File: config.mk
export PLATFORM = sky130hd
export DESIGN_NAME = digit_rr_arbiter_flat
export DESIGN_NICKNAME = d
export VERILOG_FILES = /design/src/rtl/digit_rr_arbiter_pkg.sv /design/src/rtl/digit_rr_arbiter_if.sv /design/src/rtl/digit_rr_arbiter_hex_digit_decoder.sv /design/src/rtl/digit_rr_arbiter.sv /design/src/flat_wrapper.sv
export SDC_FILE = /design/constraint.sdc
export NUM_CORES = 1
export LEC_CHECK = 0
export CAP_MARGIN = 40
export CORE_MARGIN = 2
export CORE_UTILIZATION = 40
export CTS_CLUSTER_SIZE = 20
export DETAILED_ROUTE_END_ITERATION = 10
export GPL_ROUTABILITY_DRIVEN = 0
export PLACE_DENSITY = 0.65
export RECOVER_POWER = 25
export SYNTH_ARGS = -nofsm -noshare
export SYNTH_HDL_FRONTEND = slang
export SYNTH_SLANG_ARGS = --single-unit
File: constraint.sdc
create_clock -name clk -period 11.5 [get_ports clk]
set_clock_uncertainty 0.15 [all_clocks]
set_input_delay 1.725 -clock clk [delete_from_list [all_inputs] [get_ports clk]]
set_output_delay 1.725 -clock clk [all_outputs]
set_load 0.02 [all_outputs]
File: src/rtl/digit_rr_arbiter_pkg.sv
// ---------------------------------------------------------------------------
// digit_rr_arbiter_pkg
// Shared definitions for the round-robin HEX0 display arbiter:
//   - state_t        : arbiter FSM encoding (IDLE, HOLD)
//   - NREQ, LAST_IDX : number of requesters and highest legal index
//   - SEG_0..SEG_9   : active-low {g,f,e,d,c,b,a} patterns for digits 0-9
//   - SEG_BLANK      : all segments off
//   - wrap_idx()     : folds a 0..18 sum back into the 0..9 index range
// ---------------------------------------------------------------------------
package digit_rr_arbiter_pkg;

    typedef enum logic {
        IDLE = 1'b0,
        HOLD = 1'b1
    } state_t;

    localparam int         NREQ     = 10;
    localparam logic [3:0] LAST_IDX = 4'd9;

    localparam logic [6:0] SEG_0     = 7'b1000000;
    localparam logic [6:0] SEG_1     = 7'b1111001;
    localparam logic [6:0] SEG_2     = 7'b0100100;
    localparam logic [6:0] SEG_3     = 7'b0110000;
    localparam logic [6:0] SEG_4     = 7'b0011001;
    localparam logic [6:0] SEG_5     = 7'b0010010;
    localparam logic [6:0] SEG_6     = 7'b0000010;
    localparam logic [6:0] SEG_7     = 7'b1111000;
    localparam logic [6:0] SEG_8     = 7'b0000000;
    localparam logic [6:0] SEG_9     = 7'b0010000;
    localparam logic [6:0] SEG_BLANK = 7'b1111111;

    // Both operands of every caller are at most 9, so a single conditional
    // subtraction is enough to implement "mod 10".
    function automatic logic [3:0] wrap_idx(input logic [4:0] sum);
        logic [4:0] folded;
        folded = sum;
        if (sum > {1'b0, LAST_IDX}) begin
            folded = sum - 5'd10;
        end
        return folded[3:0];
    endfunction

endpackage

File: src/rtl/digit_rr_arbiter_if.sv
// ---------------------------------------------------------------------------
// digit_rr_arbiter_if
// Bundles the request/grant/display signals of the arbiter.
//   req     : request vector, one bit per switch
//   grant   : one-hot grant, zero when idle
//   gnt_idx : binary index of the holder, keeps last value when idle
//   valid   : a grant is active
//   hex     : active-low seven-segment pattern for HEX0
// Modports:
//   master : the environment (drives req, observes the rest)
//   slave  : the arbiter (reads req, drives the rest)
// ---------------------------------------------------------------------------
interface digit_rr_arbiter_if;
    import digit_rr_arbiter_pkg::*;

    logic [NREQ-1:0] req;
    logic [NREQ-1:0] grant;
    logic [3:0]      gnt_idx;
    logic            valid;
    logic [6:0]      hex;

    modport master (
        output req,
        input  grant,
        input  gnt_idx,
        input  valid,
        input  hex
    );

    modport slave (
        input  req,
        output grant,
        output gnt_idx,
        output valid,
        output hex
    );

endinterface

File: src/rtl/digit_rr_arbiter_hex_digit_decoder.sv
// ---------------------------------------------------------------------------
// hex_digit_decoder
// Combinational 4-bit to seven-segment decoder with enable.
//   digit_i : binary digit to show (0-9 decode, anything else blanks)
//   en_i    : 0 forces the blank pattern
//   seg_o   : active-low segments {g,f,e,d,c,b,a}
// ---------------------------------------------------------------------------
module hex_digit_decoder
    import digit_rr_arbiter_pkg::*;
(
    input  logic [3:0] digit_i,
    input  logic       en_i,
    output logic [6:0] seg_o
);

    // Straight lookup; codes 10-15 and a disabled display both blank the digit.
    always_comb begin
        seg_o = SEG_BLANK;
        if (en_i) begin
            case (digit_i)
                4'd0:    seg_o = SEG_0;
                4'd1:    seg_o = SEG_1;
                4'd2:    seg_o = SEG_2;
                4'd3:    seg_o = SEG_3;
                4'd4:    seg_o = SEG_4;
                4'd5:    seg_o = SEG_5;
                4'd6:    seg_o = SEG_6;
                4'd7:    seg_o = SEG_7;
                4'd8:    seg_o = SEG_8;
                4'd9:    seg_o = SEG_9;
                default: seg_o = SEG_BLANK;
            endcase
        end
    end

endmodule

File: src/rtl/digit_rr_arbiter.sv
// ---------------------------------------------------------------------------
// digit_rr_arbiter
// Time-shares the HEX0 digit among ten requesters in round-robin order.
// Each winner holds the display for DWELL cycles unless it drops its own
// request first; the digit shows the holder's index.
//   clk : system clock
//   rst : asynchronous, active-high reset
//   bus : digit_rr_arbiter_if.slave (req in; grant, gnt_idx, valid, hex out)
// Parameters:
//   DWELL : grant hold time in cycles (2 .. 2^26-1)
//   CW    : dwell counter width, 2^CW must exceed DWELL
// ---------------------------------------------------------------------------
module digit_rr_arbiter
    import digit_rr_arbiter_pkg::*;
#(
    parameter int DWELL = 50_000_000,
    parameter int CW    = 26
) (
    input  logic                 clk,
    input  logic                 rst,
    digit_rr_arbiter_if.slave    bus
);

    localparam logic [CW-1:0]   DWELL_LAST = CW'(DWELL - 1);
    localparam logic [NREQ-1:0] ONE_HOT_0  = {{(NREQ-1){1'b0}}, 1'b1};

    state_t          state_q,   state_d;
    logic [3:0]      ptr_q,     ptr_d;
    logic [CW-1:0]   cnt_q,     cnt_d;
    logic [NREQ-1:0] grant_q,   grant_d;
    logic [3:0]      gnt_idx_q, gnt_idx_d;
    logic            valid_q,   valid_d;

    logic            found;
    logic [3:0]      winner;
    logic [3:0]      cand;
    logic            holder_active;
    logic            dwell_done;

    // Rotating priority search: visit ptr, ptr+1, ... wrapping past 9, and
    // keep the first requester seen. The search always runs so that a
    // hand-over can happen in the same cycle the current grant ends.
    always_comb begin
        found  = 1'b0;
        winner = 4'd0;
        cand   = 4'd0;
        for (int k = 0; k < NREQ; k++) begin
            cand = wrap_idx({1'b0, ptr_q} + 5'(k));
            if (!found && bus.req[cand]) begin
                found  = 1'b1;
                winner = cand;
            end
        end
    end

    // The holder is still interested if its own request bit is set; masking
    // with the one-hot grant avoids indexing req with gnt_idx.
    assign holder_active = |(bus.req & grant_q);
    assign dwell_done    = (cnt_q == DWELL_LAST);

    // Next-state logic. An early release takes precedence over the terminal
    // count, but both end up re-arbitrating from ptr, so they share one path:
    // either hand the digit to the next requester with no gap, or go idle.
    // gnt_idx is left alone on the way to IDLE so it keeps its last value.
    always_comb begin
        state_d   = state_q;
        ptr_d     = ptr_q;
        cnt_d     = cnt_q;
        grant_d   = grant_q;
        gnt_idx_d = gnt_idx_q;
        valid_d   = valid_q;

        case (state_q)
            IDLE: begin
                if (found) begin
                    state_d   = HOLD;
                    grant_d   = ONE_HOT_0 << winner;
                    gnt_idx_d = winner;
                    valid_d   = 1'b1;
                    cnt_d     = '0;
                    ptr_d     = wrap_idx({1'b0, winner} + 5'd1);
                end
            end

            HOLD: begin
                if (!holder_active || dwell_done) begin
                    if (found) begin
                        state_d   = HOLD;
                        grant_d   = ONE_HOT_0 << winner;
                        gnt_idx_d = winner;
                        valid_d   = 1'b1;
                        cnt_d     = '0;
                        ptr_d     = wrap_idx({1'b0, winner} + 5'd1);
                    end else begin
                        state_d = IDLE;
                        grant_d = '0;
                        valid_d = 1'b0;
                        cnt_d   = '0;
                    end
                end else begin
                    cnt_d = cnt_q + CW'(1);
                end
            end

            default: begin
                state_d = IDLE;
                grant_d = '0;
                valid_d = 1'b0;
                cnt_d   = '0;
            end
        endcase
    end

    // All FSM state and the registered outputs live in this one register
    // bank; reset is asynchronous so the display blanks the moment rst rises.
    always_ff @(posedge clk or posedge rst) begin
        if (rst) begin
            state_q   <= IDLE;
            ptr_q     <= 4'd0;
            cnt_q     <= '0;
            grant_q   <= '0;
            gnt_idx_q <= 4'd0;
            valid_q   <= 1'b0;
        end else begin
            state_q   <= state_d;
            ptr_q     <= ptr_d;
            cnt_q     <= cnt_d;
            grant_q   <= grant_d;
            gnt_idx_q <= gnt_idx_d;
            valid_q   <= valid_d;
        end
    end

    assign bus.grant   = grant_q;
    assign bus.gnt_idx = gnt_idx_q;
    assign bus.valid   = valid_q;

    // The segment pattern is decoded from registered values only, so it
    // changes on the same edge as the other outputs.
    hex_digit_decoder u_hex_digit_decoder (
        .digit_i (gnt_idx_q),
        .en_i    (valid_q),
        .seg_o   (bus.hex)
    );

endmodule

File: src/flat_wrapper.sv
// flat-port wrapper written by rule: the top's interface ports become plain ports
module digit_rr_arbiter_flat import digit_rr_arbiter_pkg::*;
#(
    parameter int DWELL = 50_000_000,
    parameter int CW    = 26
)
  (clk, rst, bus_req, bus_grant, bus_gnt_idx, bus_valid, bus_hex);
  digit_rr_arbiter_if bus_i ();
  input  logic clk;
  input  logic rst;
  input wire logic [$bits(bus_i.req)-1:0] bus_req;
  output wire logic [$bits(bus_i.grant)-1:0] bus_grant;
  output wire logic [$bits(bus_i.gnt_idx)-1:0] bus_gnt_idx;
  output wire logic [$bits(bus_i.valid)-1:0] bus_valid;
  output wire logic [$bits(bus_i.hex)-1:0] bus_hex;
  assign bus_i.req = bus_req;
  assign bus_grant = bus_i.grant;
  assign bus_gnt_idx = bus_i.gnt_idx;
  assign bus_valid = bus_i.valid;
  assign bus_hex = bus_i.hex;
  digit_rr_arbiter #(.DWELL(DWELL), .CW(CW)) u_core (.clk(clk), .rst(rst), .bus(bus_i));
endmodule
==> out/results.ini <==
[timing]
max_freq_ghz = 0.137
hold_viol_final = 0
drv_slew = 31
rsz0062_at_grt = false
tns_ns = 0
setup_viol = 0
relSlewSlack = -0.0799
min_period_ns = 7.30
worst_slack_ns = 4.20
worstMarginPinSlew_ns = 1.62
fin_crit_sh = 0.635

[logic_synthesis]
yosysWarnings = 0
synth-edff-count = 0
synthesis.instances = 734
syn_area_sq_um = 5860
yosysUniqueCellTypes = 100
ys_seq_area_frac = 0.196
syn_nets = 789
async_reset_ff_frac = 1.00
synthFlopType = dfrtp_1
syn_avg_cell_area_sq_um = 7.98
ys_ff_latch = 46

[finish]
final_common_cell = nand2_1
most-common-layout-cells = nand2_1, o21ai_0, nor2_1, a21oi_1, dfrtp_1
layout-drive-gt1-share = 0.0925
layout.cells.non_filler = 930
fillers = 1400
nNetsFinal = 800
syn2layout_area_growth_pct = 10.7
antenna_cells = 0

[routing]
ant_nets = 0
top_layer = met4
drt_iter0_drc = 683
drt_pre_antenna_iters = 5
wl_met1_um = 7740
post_drt_wl_per_cell_um = 18.6
routed-wl-met3_um = 1310
drc = 0
finalWirelength_um = 17300
vias = 5966
dr_wl_met2_um = 7850
viasPerCell = 6.42

[worst_setup_path]
critPathMaxFanout = 48
start_kind = register
reg2reg_to = u_core.ptr_q[2]
crit_start = u_core.ptr_q[0]
worstSetupPathType = reg -> reg
reg2reg_setup_slack_ns = 4.20
r2r_cells = 24
cp.arrival_ns = 7.31
crit_required_ns = 11.51
endpoint_kind = register
rr_startpoint = u_core.ptr_q[0]
crit_end = u_core.ptr_q[2]

[place]
post-dp-hpwl_um = 13100
dp_slack_ns = 4.29
place.port_buffers = 33
dpl.cell_count = 922

[status]
violations = max-capacitance violations, max-slew violations
status = finished, violations left

[global_route]
grt_pass1_vias = 5547
grt_max_degree = 49
grt_pass1_wl_um = 28700
grt_overflow = 0
grt_usage = 0.217
antenna_found_initial = 0

[floorplanning]
ios = 34
die_w_um = 125
row_count = 44
core_area_sq_um = 14400
die_area_sq_um = 15600
initial_utilization = 0.406
die_h_um = 125

[cts]
cts_tree = yes
ctsResizeCount = 0
ctsHtreeMaxLevel = 2
numCtsBuffers = 5
postCtsHoldBufs = 0
clockRootBuffer = clkbuf_16
cts_max_path_buffers = 2
cts_setup_buffers = 0
clk_latency_ns = 0.29
clk_pin_slew_worst_paths_ns = 0.06
cts.sinks = 46

[run]
max-cap-violations = 1

[worst_hold_path]
hold_path_class = reg -> reg

-- layout make-up --
| type | instances | area (sq um) | area share |
|---|---|---|---|
| multi-input combinational | 620 | 4400 | 0.679 |
| sequential | 46 | 1150 | 0.178 |
| timing repair buffer | 41 | 414 | 0.0639 |
| tap | 184 | 230 | 0.0355 |
| clock buffer | 5 | 125 | 0.0193 |
| inverter | 31 | 118 | 0.0181 |
| clock inverter | 3 | 40.0 | 0.00618 |
-- synth_stat cells, types with 11 or more instances --
master,instances,area share
ha_1,42,0.090
mux2i_1,23,0.039
dfrtp_1,46,0.20
xnor2_1,11,0.016
nor3_1,15,0.013
nor2_1,50,0.032
a21oi_1,47,0.040
o21ai_0,56,0.048
a22o_1,11,0.016
nand2_1,66,0.042
nand3_1,33,0.028
mux2_2,16,0.031
nand2b_1,11,0.012
clkbuf_1,17,0.011
inv_1,24,0.015
a211oi_1,11,0.014
and3_1,16,0.017
-- sequential cells by signal, summed over array words and instances, names as in the netlist --
signal              cells
u_core.cnt_q           26
u_core.bus.grant       10
u_core.bus.gnt_idx      4
u_core.ptr_q            4
u_core.bus.valid        1
u_core.state_q          1
-- worst max-delay path, stage by stage (launching register included) --
cell      delay, ns
dfrtp_2        0.34
buf_4          0.50
inv_2          0.17
ha_1           0.55
inv_1          0.58
ha_1           0.47
and4bb_1       0.23
a31oi_1        0.23
mux2_4         0.35
or2_1          0.26
o2111a_1       0.30
or3_1          0.49
or3_1          0.37
o2111a_1       0.28
a22o_1         0.23
clkinv_2       0.09
ha_1           0.19
ha_1           0.17
inv_1          0.07
ha_1           0.20
and2_1         0.13
a221oi_1       0.37
nor2_1         0.12
a21oi_1        0.18
o22ai_2        0.10
-- worst min-delay path by stage --
| stage | from | endpoint | slack, ns | cells after the start |
|---|---|---|---|---|
| finish | u_core.cnt_q[25] | u_core.cnt_q[25] | 0.34 | 1 |
| detailed placement | u_core.cnt_q[25] | u_core.cnt_q[25] | 0.32 | 1 |
| floorplan | u_core.cnt_q[25] | u_core.cnt_q[25] | 0.29 | 1 |
| global route | u_core.cnt_q[25] | u_core.cnt_q[25] | 0.36 | 1 |
| CTS | u_core.cnt_q[25] | u_core.cnt_q[25] | 0.34 | 1 |
| global placement | u_core.cnt_q[25] | u_core.cnt_q[25] | 0.31 | 1 |
-- routing by layer --
| metal | vias to the layer above | track usage |
|---|---|---|
| met3 | 38 | 0.0329 |
| met4 | 0 | 0.0614 |
| met2 | 252 | 0.340 |
| met1 | 2856 | 0.310 |
| li1 | 2820 | - |
| met5 | - | 0 |
-- logic make-up after synthesis --
logic type / after synthesis / share of synthesized area
muxes: 45 / 0.0903
adders and majority gates: 43 / 0.0931
buffers and inverters: 68 / 0.0519
xor gates and xnor gates: 18 / 0.0314
DFF: 46 / 0.196
AOI/OAI and AO/OA: 245 / 0.291
and+or+nand+nor: 269 / 0.246
-- through the flow --
step           utilization  hold WS [ns]  cell area, sq um
6_report             0.450         0.337              6480
5_1_grt              0.450         0.363              6480
4_1_cts              0.451         0.335              6500
3_5_place_dp         0.439         0.318              6330
3_3_place_gp         0.435         0.306              6270
2_1_floorplan            -         0.287              5860
Power is not shown: default switching activity piles up to over one toggle a cycle in this logic, so the estimate is an artifact.
